File: config.mk
export PLATFORM = sky130hd
export DESIGN_NAME = key_ctrl_flat
export DESIGN_NICKNAME = d
export VERILOG_FILES = /design/src/rtl/key_ctrl_if.sv /design/src/rtl/key_ctrl.sv /design/src/flat_wrapper.sv
export SDC_FILE = /design/constraint.sdc
export NUM_CORES = 1
export LEC_CHECK = 0
export ABC_AREA = 1
export CAP_MARGIN = 15
export CORE_UTILIZATION = 62
export DETAILED_ROUTE_END_ITERATION = 8
export GPL_ROUTABILITY_DRIVEN = 1
export PLACE_DENSITY = 0.87
export SETUP_SLACK_MARGIN = 0.5
export SYNTH_ARGS = -nofsm -noshare
export SYNTH_HDL_FRONTEND = slang
export SYNTH_SLANG_ARGS = --single-unit
File: constraint.sdc
create_clock -name clk -period 3.3 [get_ports clk]
set_clock_uncertainty 0.2 [all_clocks]
set_input_delay 0.99 -clock clk [delete_from_list [all_inputs] [get_ports clk]]
set_output_delay 0.99 -clock clk [all_outputs]
set_load 0.01 [all_outputs]
File: src/rtl/key_ctrl_if.sv
// Key controller bus: raw key levels in, key events and user settings out.
// Latency: n/a (signal bundle only).
// Backpressure: none; every signal is a level or a one-cycle pulse.
//
// Signals:
//   key_value [2:0]  debounced keys, active low (bit0 MODE, bit1 UP, bit2 DOWN)
//   key_press [2:0]  one-cycle pulse per key on its press edge
//   key_long  [2:0]  one-cycle pulse per key when the hold reaches the long-press time
//   mode      [1:0]  current mode
//   set_val   [15:0] user parameter value
// Modports: master drives keys and observes events (stimulus side),
//           slave samples keys and drives events (key_ctrl side).
interface key_ctrl_if;
  logic [2:0]  key_value;
  logic [2:0]  key_press;
  logic [2:0]  key_long;
  logic [1:0]  mode;
  logic [15:0] set_val;

  modport master (
    output key_value,
    input  key_press,
    input  key_long,
    input  mode,
    input  set_val
  );

  modport slave (
    input  key_value,
    output key_press,
    output key_long,
    output mode,
    output set_val
  );
endinterface

File: src/rtl/key_ctrl.sv
// Three-key controller: press / long-press / auto-repeat detection driving a mode and a saturating value.
// Latency: all outputs registered; key_press and value steps appear one cycle after the sampling edge.
// Backpressure: none; keys are sampled every cycle and events are never stalled.
//
// Ports:
//   clk    system clock
//   rst_n  asynchronous active-low reset
//   bus    key_ctrl_if.slave: key_value in; key_press, key_long, mode, set_val out
//
// LONG_CYCLES must be >= 2 and REPEAT_CYCLES >= 1; both must fit in the 26-bit hold counter.
module key_ctrl #(
  parameter int unsigned LONG_CYCLES   = 50_000_000,
  parameter int unsigned REPEAT_CYCLES = 5_000_000,
  parameter logic [15:0] VAL_INIT      = 16'd1000,
  parameter logic [15:0] VAL_MIN       = 16'd0,
  parameter logic [15:0] VAL_MAX       = 16'd9999,
  parameter logic [15:0] VAL_STEP      = 16'd10,
  parameter int unsigned MODE_NUM      = 3
) (
  input logic       clk,
  input logic       rst_n,
  key_ctrl_if.slave bus
);

  // The press edge itself counts as the first held cycle, so the long press
  // fires when the counter (cleared on that edge) has reached LONG_CYCLES-2:
  // that is LONG_CYCLES consecutive low samples in total.
  localparam logic [25:0] LONG_LAST = 26'(LONG_CYCLES - 2);
  localparam logic [25:0] REP_LAST  = 26'(REPEAT_CYCLES - 1);
  localparam logic [1:0]  MODE_LAST = 2'(MODE_NUM - 1);
  localparam logic [15:0] UP_LIM    = VAL_MAX - VAL_STEP;
  localparam logic [15:0] DN_LIM    = VAL_MIN + VAL_STEP;

  typedef enum logic [1:0] {
    IDLE   = 2'd0,
    HOLD   = 2'd1,
    REPEAT = 2'd2
  } state_t;

  state_t      state    [3];
  logic [25:0] hold_cnt [3];
  logic [2:0]  key_d;

  logic [2:0]  press_e;
  logic [2:0]  release_e;
  logic [2:0]  long_hit;
  logic [2:0]  rep_hit;
  logic        step_up;
  logic        step_dn;
  logic        short_mode;

  always_comb begin
    press_e   = key_d & ~bus.key_value;
    release_e = ~key_d & bus.key_value;
    long_hit  = '0;
    rep_hit   = '0;
    for (int i = 0; i < 3; i++) begin
      // A release always wins over a same-cycle threshold hit.
      if (state[i] == HOLD && !release_e[i] && hold_cnt[i] == LONG_LAST)
        long_hit[i] = 1'b1;
      if (state[i] == REPEAT && !release_e[i] && hold_cnt[i] == REP_LAST)
        rep_hit[i] = 1'b1;
    end
    step_up    = press_e[1] | rep_hit[1];
    step_dn    = press_e[2] | rep_hit[2];
    // MODE released before its long press fired counts as a short press.
    short_mode = (state[0] == HOLD) && release_e[0];
  end

  always_ff @(posedge clk or negedge rst_n) begin
    if (!rst_n) begin
      key_d         <= 3'b111;
      bus.key_press <= '0;
      bus.key_long  <= '0;
      bus.mode      <= '0;
      bus.set_val   <= VAL_INIT;
      for (int i = 0; i < 3; i++) begin
        state[i]    <= IDLE;
        hold_cnt[i] <= '0;
      end
    end else begin
      key_d         <= bus.key_value;
      bus.key_press <= press_e;
      bus.key_long  <= long_hit;

      // Counters are cleared at every threshold, so they never wrap.
      for (int i = 0; i < 3; i++) begin
        case (state[i])
          IDLE: begin
            if (press_e[i]) begin
              state[i]    <= HOLD;
              hold_cnt[i] <= '0;
            end
          end
          HOLD: begin
            if (release_e[i]) begin
              state[i]    <= IDLE;
              hold_cnt[i] <= '0;
            end else if (long_hit[i]) begin
              state[i]    <= REPEAT;
              hold_cnt[i] <= '0;
            end else begin
              hold_cnt[i] <= hold_cnt[i] + 26'd1;
            end
          end
          REPEAT: begin
            if (release_e[i]) begin
              state[i]    <= IDLE;
              hold_cnt[i] <= '0;
            end else if (rep_hit[i]) begin
              hold_cnt[i] <= '0;
            end else begin
              hold_cnt[i] <= hold_cnt[i] + 26'd1;
            end
          end
          default: begin
            state[i]    <= IDLE;
            hold_cnt[i] <= '0;
          end
        endcase
      end

      if (short_mode)
        bus.mode <= (bus.mode == MODE_LAST) ? 2'd0 : bus.mode + 2'd1;

      // Long MODE restores the value and overrides any same-cycle step;
      // simultaneous UP and DOWN steps cancel.
      if (long_hit[0])
        bus.set_val <= VAL_INIT;
      else if (step_up && !step_dn)
        bus.set_val <= (bus.set_val > UP_LIM) ? VAL_MAX : bus.set_val + VAL_STEP;
      else if (step_dn && !step_up)
        bus.set_val <= (bus.set_val < DN_LIM) ? VAL_MIN : bus.set_val - VAL_STEP;
    end
  end

endmodule

File: src/flat_wrapper.sv
// flat-port wrapper written by rule: the top's interface ports become plain ports
module key_ctrl_flat 
#(
  parameter int unsigned LONG_CYCLES   = 50_000_000,
  parameter int unsigned REPEAT_CYCLES = 5_000_000,
  parameter logic [15:0] VAL_INIT      = 16'd1000,
  parameter logic [15:0] VAL_MIN       = 16'd0,
  parameter logic [15:0] VAL_MAX       = 16'd9999,
  parameter logic [15:0] VAL_STEP      = 16'd10,
  parameter int unsigned MODE_NUM      = 3
)
  (clk, rst_n, bus_key_value, bus_key_press, bus_key_long, bus_mode, bus_set_val);
  key_ctrl_if bus_i ();
  input logic clk;
  input logic rst_n;
  input wire logic [$bits(bus_i.key_value)-1:0] bus_key_value;
  output wire logic [$bits(bus_i.key_press)-1:0] bus_key_press;
  output wire logic [$bits(bus_i.key_long)-1:0] bus_key_long;
  output wire logic [$bits(bus_i.mode)-1:0] bus_mode;
  output wire logic [$bits(bus_i.set_val)-1:0] bus_set_val;
  assign bus_i.key_value = bus_key_value;
  assign bus_key_press = bus_i.key_press;
  assign bus_key_long = bus_i.key_long;
  assign bus_mode = bus_i.mode;
  assign bus_set_val = bus_i.set_val;
  key_ctrl #(.LONG_CYCLES(LONG_CYCLES), .REPEAT_CYCLES(REPEAT_CYCLES), .VAL_INIT(VAL_INIT), .VAL_MIN(VAL_MIN), .VAL_MAX(VAL_MAX), .VAL_STEP(VAL_STEP), .MODE_NUM(MODE_NUM)) u_core (.clk(clk), .rst_n(rst_n), .bus(bus_i));
endmodule
# ---- Word-level counts from Yosys, hierarchy flattened
# Index checks and enable logic that the tools add are counted.
dict set report totals {
  rom_bits 0
  ram_bits 0
  wordCells 119
  reg_bits 111
  memories 0
  latchBits 0
  inputBits 5
  output_inout_bits 24
}
dict set report classes {
  n_mul 0
  addsub 6
  n_mux 45
  div 0
  shifts 0
  n_reduce_logical 27
  eq_ne 22
  n_lt_le_gt_ge 2
  n_bitwise 6
}
# cell n
set op_table {}
lappend op_table {{$mux 26} 15}
lappend op_table {{$pmux 26 s3} 3}
lappend op_table {{$mux 16} 5}
lappend op_table {{$add 26x1->26 const B} 3}
lappend op_table {{$eq 26x23->1 const B} 3}
lappend op_table {{$eq 26x26->1 const B} 3}
lappend op_table {{$mux 2} 13}
lappend op_table {{$pmux 2 s3} 3}
lappend op_table {{$add 16x4->16 const B} 1}
lappend op_table {{$gt 16x14->1 const B} 1}
lappend op_table {{$lt 16x4->1 const B} 1}
lappend op_table {{$sub 16x4->16 const B} 1}
lappend op_table {{$logic_and 1x1->1} 15}
lappend op_table {{$ne 2x1->1 const B} 6}
lappend op_table {{$ne 3x1->1 const B} 3}
lappend op_table {{$reduce_and 3->1} 3}
lappend op_table {{$eq 2x2->1 const B} 4}
lappend op_table {{$and 3x3->3} 2}
lappend op_table {{$eq 2x1->1 const B} 3}
lappend op_table {{$logic_not 2->1} 3}
lappend op_table {{$mux 1} 6}
lappend op_table {{$not 3->3} 2}
lappend op_table {{$logic_not 1->1} 5}
lappend op_table {{$reduce_bool 3->1} 1}
lappend op_table {{other kinds (2)} 3}

# ---- Longest topological paths before layout
dict set report depth {
  ltp_word 12
  depth_mapped 16
}

# ---- Worst setup path before layout
# No wires, ideal clock.
dict set report synth_timing {
  path_type {input-to-reg}
  start {in bus_key_value[1]}
  end {reg u_core.bus.set_val[2]}
  arrival_ns 2.458
  setup_slack_ns 0.560
  stages 13
  required_time_ns 3.017
  cell_sequence {inv_1 > nor2_1 > nor2_1 > inv_1 > o21ai_0 > ha_1 > clkbuf_1 > inv_1 > nand3_1 > inv_1 > nor2_1 > nand2_1 > o21ai_0}
}
dict set report synth_between {
  elab_chain_len 9
  word_cells_on_any_way 14
}
# element line
set synth_lines {}
lappend synth_lines {{start, declared} flat_wrapper.sv:16} ;# input wire logic [$bits(bus_i.key_value)-1:0] bus_key_value;
lappend synth_lines {{$and 3x3->3} key_ctrl.sv:54} ;# release_e = ~key_d & bus.key_value;
lappend synth_lines {{$logic_not 1->1} key_ctrl.sv:61} ;# if (state[i] == REPEAT && !release_e[i] && hold_cnt[i] == REP_LAST)
lappend synth_lines {{$logic_and 1x1->1 (2 in a row)} key_ctrl.sv:61}
lappend synth_lines {{$mux 1} key_ctrl.sv:61}
lappend synth_lines {{$or 1x1->1 *} key_ctrl.sv:64} ;# step_up = press_e[1] | rep_hit[1];
lappend synth_lines {{$logic_and 1x1->1 / $logic_not 1->1 (equally long branches)} {key_ctrl.sv:130, key_ctrl.sv:132}}
lappend synth_lines {{$mux 16 / $logic_and 1x1->1 (equally long branches)} {key_ctrl.sv:130, key_ctrl.sv:132}}
lappend synth_lines {{$mux 16 / $reduce_bool 3->1 (equally long branches)} n/a}
lappend synth_lines {{end signal, assigned} key_ctrl.sv:131} ;# bus.set_val <= (bus.set_val > UP_LIM) ? VAL_MAX : bus.set_val + VAL_STEP;
lappend synth_lines {{end signal, assigned} key_ctrl.sv:133} ;# bus.set_val <= (bus.set_val < DN_LIM) ? VAL_MIN : bus.set_val - VAL_STEP;
lappend synth_lines {{end, declared} key_ctrl_if.sv:33} ;# output set_val
# Mark *: on every way between the ends. The rest lies on a longest branch, timed or not.
# A chain may end at the register's enable or synchronous reset.

# ---- Worst setup path in the final report
dict set report layout_timing {
  start {reg u_core.bus.set_val[6]}
  end {out bus_set_val[6]}
}
# element line
set layout_lines {}
lappend layout_lines {{end, declared} flat_wrapper.sv:20} ;# output wire logic [$bits(bus_i.set_val)-1:0] bus_set_val;
# No word-level cell between the ends.

==> results.md <==
- Status: finished clean
- I/O Buffers: 28
- Final antenna diode count: 0
- EDFF count, synth: 0
- CTS buffer count: 9
- Core Rows: 40
- CP Buf/Inv Count: 1
- Post-route insts no fill: 1,357
- Height of the chip: 114 um
- Total congestion overflow: 0
- Final setup fails: 0
- FF+latch count, synth: 111
- Flop2flop setup slack: 0.75 ns
- Mapped Area: 7740 um^2
- Storage cell area: 2790 um^2
- First-pass GRT wire length: 32,300 um
- CTS tree: done
- Cell count after synthesis: 1,150
- WL final: 19,300 um
- Pleak: 3.90 nW
- RSZ-0062 raised after global routing: yes
- Worst slack, placed: -0.0956 ns
- Worst-Margin Slew: 0.549 ns
- Fraction of layout cells with a size suffix above 1: 7.40%
- Achievable Freq: 367 MHz
- Crit path max fanout: 8
- Die area: 12,900 um^2
- # H-tree levels: 3
- Final slew viol count: 0
- Clock input transition at the sequential cells of the worst setup and hold paths: 0.07 ns
- Min-delay worst type: reg2reg
- Final Power: 5.04 mW
- Avg WL per Cell: 14.2 um
- DRC: 0
- Syn Area/Cell: 6.73 um^2
- Vias in the first global route: 6,953
- Clock sinks: 111
- Crit path arrival time: 1.54 ns
- Die Wd: 114 um
- Final HPWL DP: 14,100 um
- Gr usage total: 31.1%
- Post-Synthesis Net Count: 1,173
- Critical Path Start Type: flip-flop
- Dominant cell type by area after synthesis: dfrtp_1
- Worst min-delay path startpoint: u_core.key_d[0]
- PwrDens: 580 nW/um^2
- ANT nets after route: 0
- Min setup slack post-route: 0.574 ns
- Top cell type's share of synthesized area: 33.0%
- Fin crit period: 2.73 ns
- Net count, final: 1,207
- Placed Cells: 1,335
- Worst r2r src: u_core.hold_cnt[27]
- Core area: 12,100 um^2
- Post-synthesis sequential area ratio: 36.0%
- Ports: 29
- Async SR Flop Fraction: 100%
- YS warnings: 0
- Clock Path Buffers: 2
- Cell depth of the worst flop-to-flop path: 13
- Antenna violations before repair: 0
- Worst path slowest cell: dfstp_2
- Final Wtd Congestion: 0.999
- Hold_buf cts: 0
- Largest net degree at the start of global routing: 40
- Final hold vios: 0
- Primary FF master, synth: dfrtp_1
- Critical Path Max Stage Delay: 0.62 ns
- Initial Util: 63.9%
- Top post-synthesis cells by area: dfrtp_1 (33%), nand2_1 (13%), nor2_1 (9.5%)
- Multi-input logic area: 4270 um^2
- Pre-Repair DR Iteration Count: 5
- Cell chain of the critical path: clkdlybuf4s50_1
- Most frequent cells in the layout: nand2_1 (268), nor2_1 (192), inv_1 (157)
- Core occupancy in the finished layout: 71.7%
- Via density per instance: 5.68
- Part of the cycle the worst path needs: 82.6%
- Clk Latency, worst-skew pair: 0.35 ns
- Post-synthesis cell type count: 41
- Layout area overhead: 12.2%
- Worst path top cell family by delay: flip-flops
- Worst IR Drop VDD: 0.000376 V
- Crit path required time: 2.11 ns
- Setup Crit Path Kind: reg2out
- Clk root buf: clkbuf_16
- Initial DRC Count: 757
- Fillers: 991
- Reg2reg end: u_core.bus.set_val[2]
- Slew margin rel.: 63.4%
- Most common cell after layout, fill and taps aside: nand2_1
- Max-Cap Viols: 0
- Hold Path Sink: u_core.bus.key_press[0]
- Crit end category: output port
- WHS Path Cells: 2
- DR vias: 7,701
worst max-delay path by stage:
stage / cells past startpoint / start / end
floorplan: 13 / bus_key_value[1] / u_core.bus.set_val[2]
global placement: 12 / bus_key_value[1] / u_core.bus.set_val[2]
finish: 1 / u_core.bus.set_val[6] / bus_set_val[6]
detailed placement: 12 / bus_key_value[1] / u_core.bus.set_val[2]
CTS: 15 / bus_key_value[2] / u_core.bus.set_val[4]
global route: 14 / bus_key_value[1] / u_core.bus.set_val[4]
per-stage QoR:
stage | setup TNS [ns] | cell area [um^2] | hold WS [ns]
final | 0 | 8690 | 0.312
after global routing | 0 | 8690 | 0.326
after CTS | 0 | 8600 | 0.310
after detailed placement | -0.196 | 8240 | 0.296
after global placement | 0 | 8240 | 0.297
after floorplan | 0 | 7740 | 0.278
worst reg2reg max path, stage by stage, from the launching register on:
cell,delay (ns)
dfrtp_1,0.40
ha_1,0.23
inv_1,0.10
nor2_4,0.19
nand2_1,0.07
nor2_1,0.11
nand2_1,0.12
o21ai_4,0.21
ha_4,0.24
inv_1,0.10
nand2_2,0.13
nor2_4,0.17
nand2_1,0.06
o21ai_0,0.14
routing by layer:
layer,global-route usage (%),wire length [um]
met1,42.8,8610
met2,50.9,8920
met3,4.46,1390
met4,9.82,420
met5,0,0
synthesized netlist by cell type, types with 7 or more instances:
master and n:
nor2_1 195, ha_1 18, nand2_2 8, xor2_1 35, o21ai_0 40, nand2_1 269, nand3_1 120, a21oi_1 29
buf_2 12, nor3_1 31, nand3b_1 8, inv_1 159, nand4_1 44, dfstp_2 9, dfrtp_1 102, nor2_2 7
power by group:
part	switching [mW]	internal, mW
clock	0.486	0.749
combinational	1.34	0.687
sequential	0.232	1.54
total	2.06	2.98
repair_timing:
item	in CTS	in global routing
endpoints found under the setup margin	14	15
buffers inserted	0	6
pin swaps	0	7
resized for setup	7	12
logic make-up (layout without fill, tap and decap cells):
kind of cell / count (synthesis) / after routing / synth area share (%)
and+or+nand+nor: 704 / 704 / 40.3
xor gates and xnor gates: 38 / 38 / 4.30
AOI/OAI and AO/OA: 93 / 93 / 6.95
DFF: 111 / 111 / 36.0
buffers and inverters: 186 / 225 / 9.58
adders and majority gates: 18 / 18 / 2.91
registers in the layout, summed over array words and instances, names as in the netlist:
signal / cells
u_core.bus.set_val: 16
u_core.bus.key_press: 3
u_core.state: 6
u_core.hold_cnt: 78
u_core.bus.mode: 2
u_core.bus.key_long: 3
u_core.key_d: 3
cell type report:
class                   count  share of cell area [%]
clock buffers              14                    3.27
clock inverters             2                   0.691
inverters                 161                    6.96
multi-input cells         853                    49.1
flip-flops and latches    111                    32.1
well taps                 168                    2.42
repair buffers             48                    5.43
No activity file was read; power rests on OpenSTA's default activity.
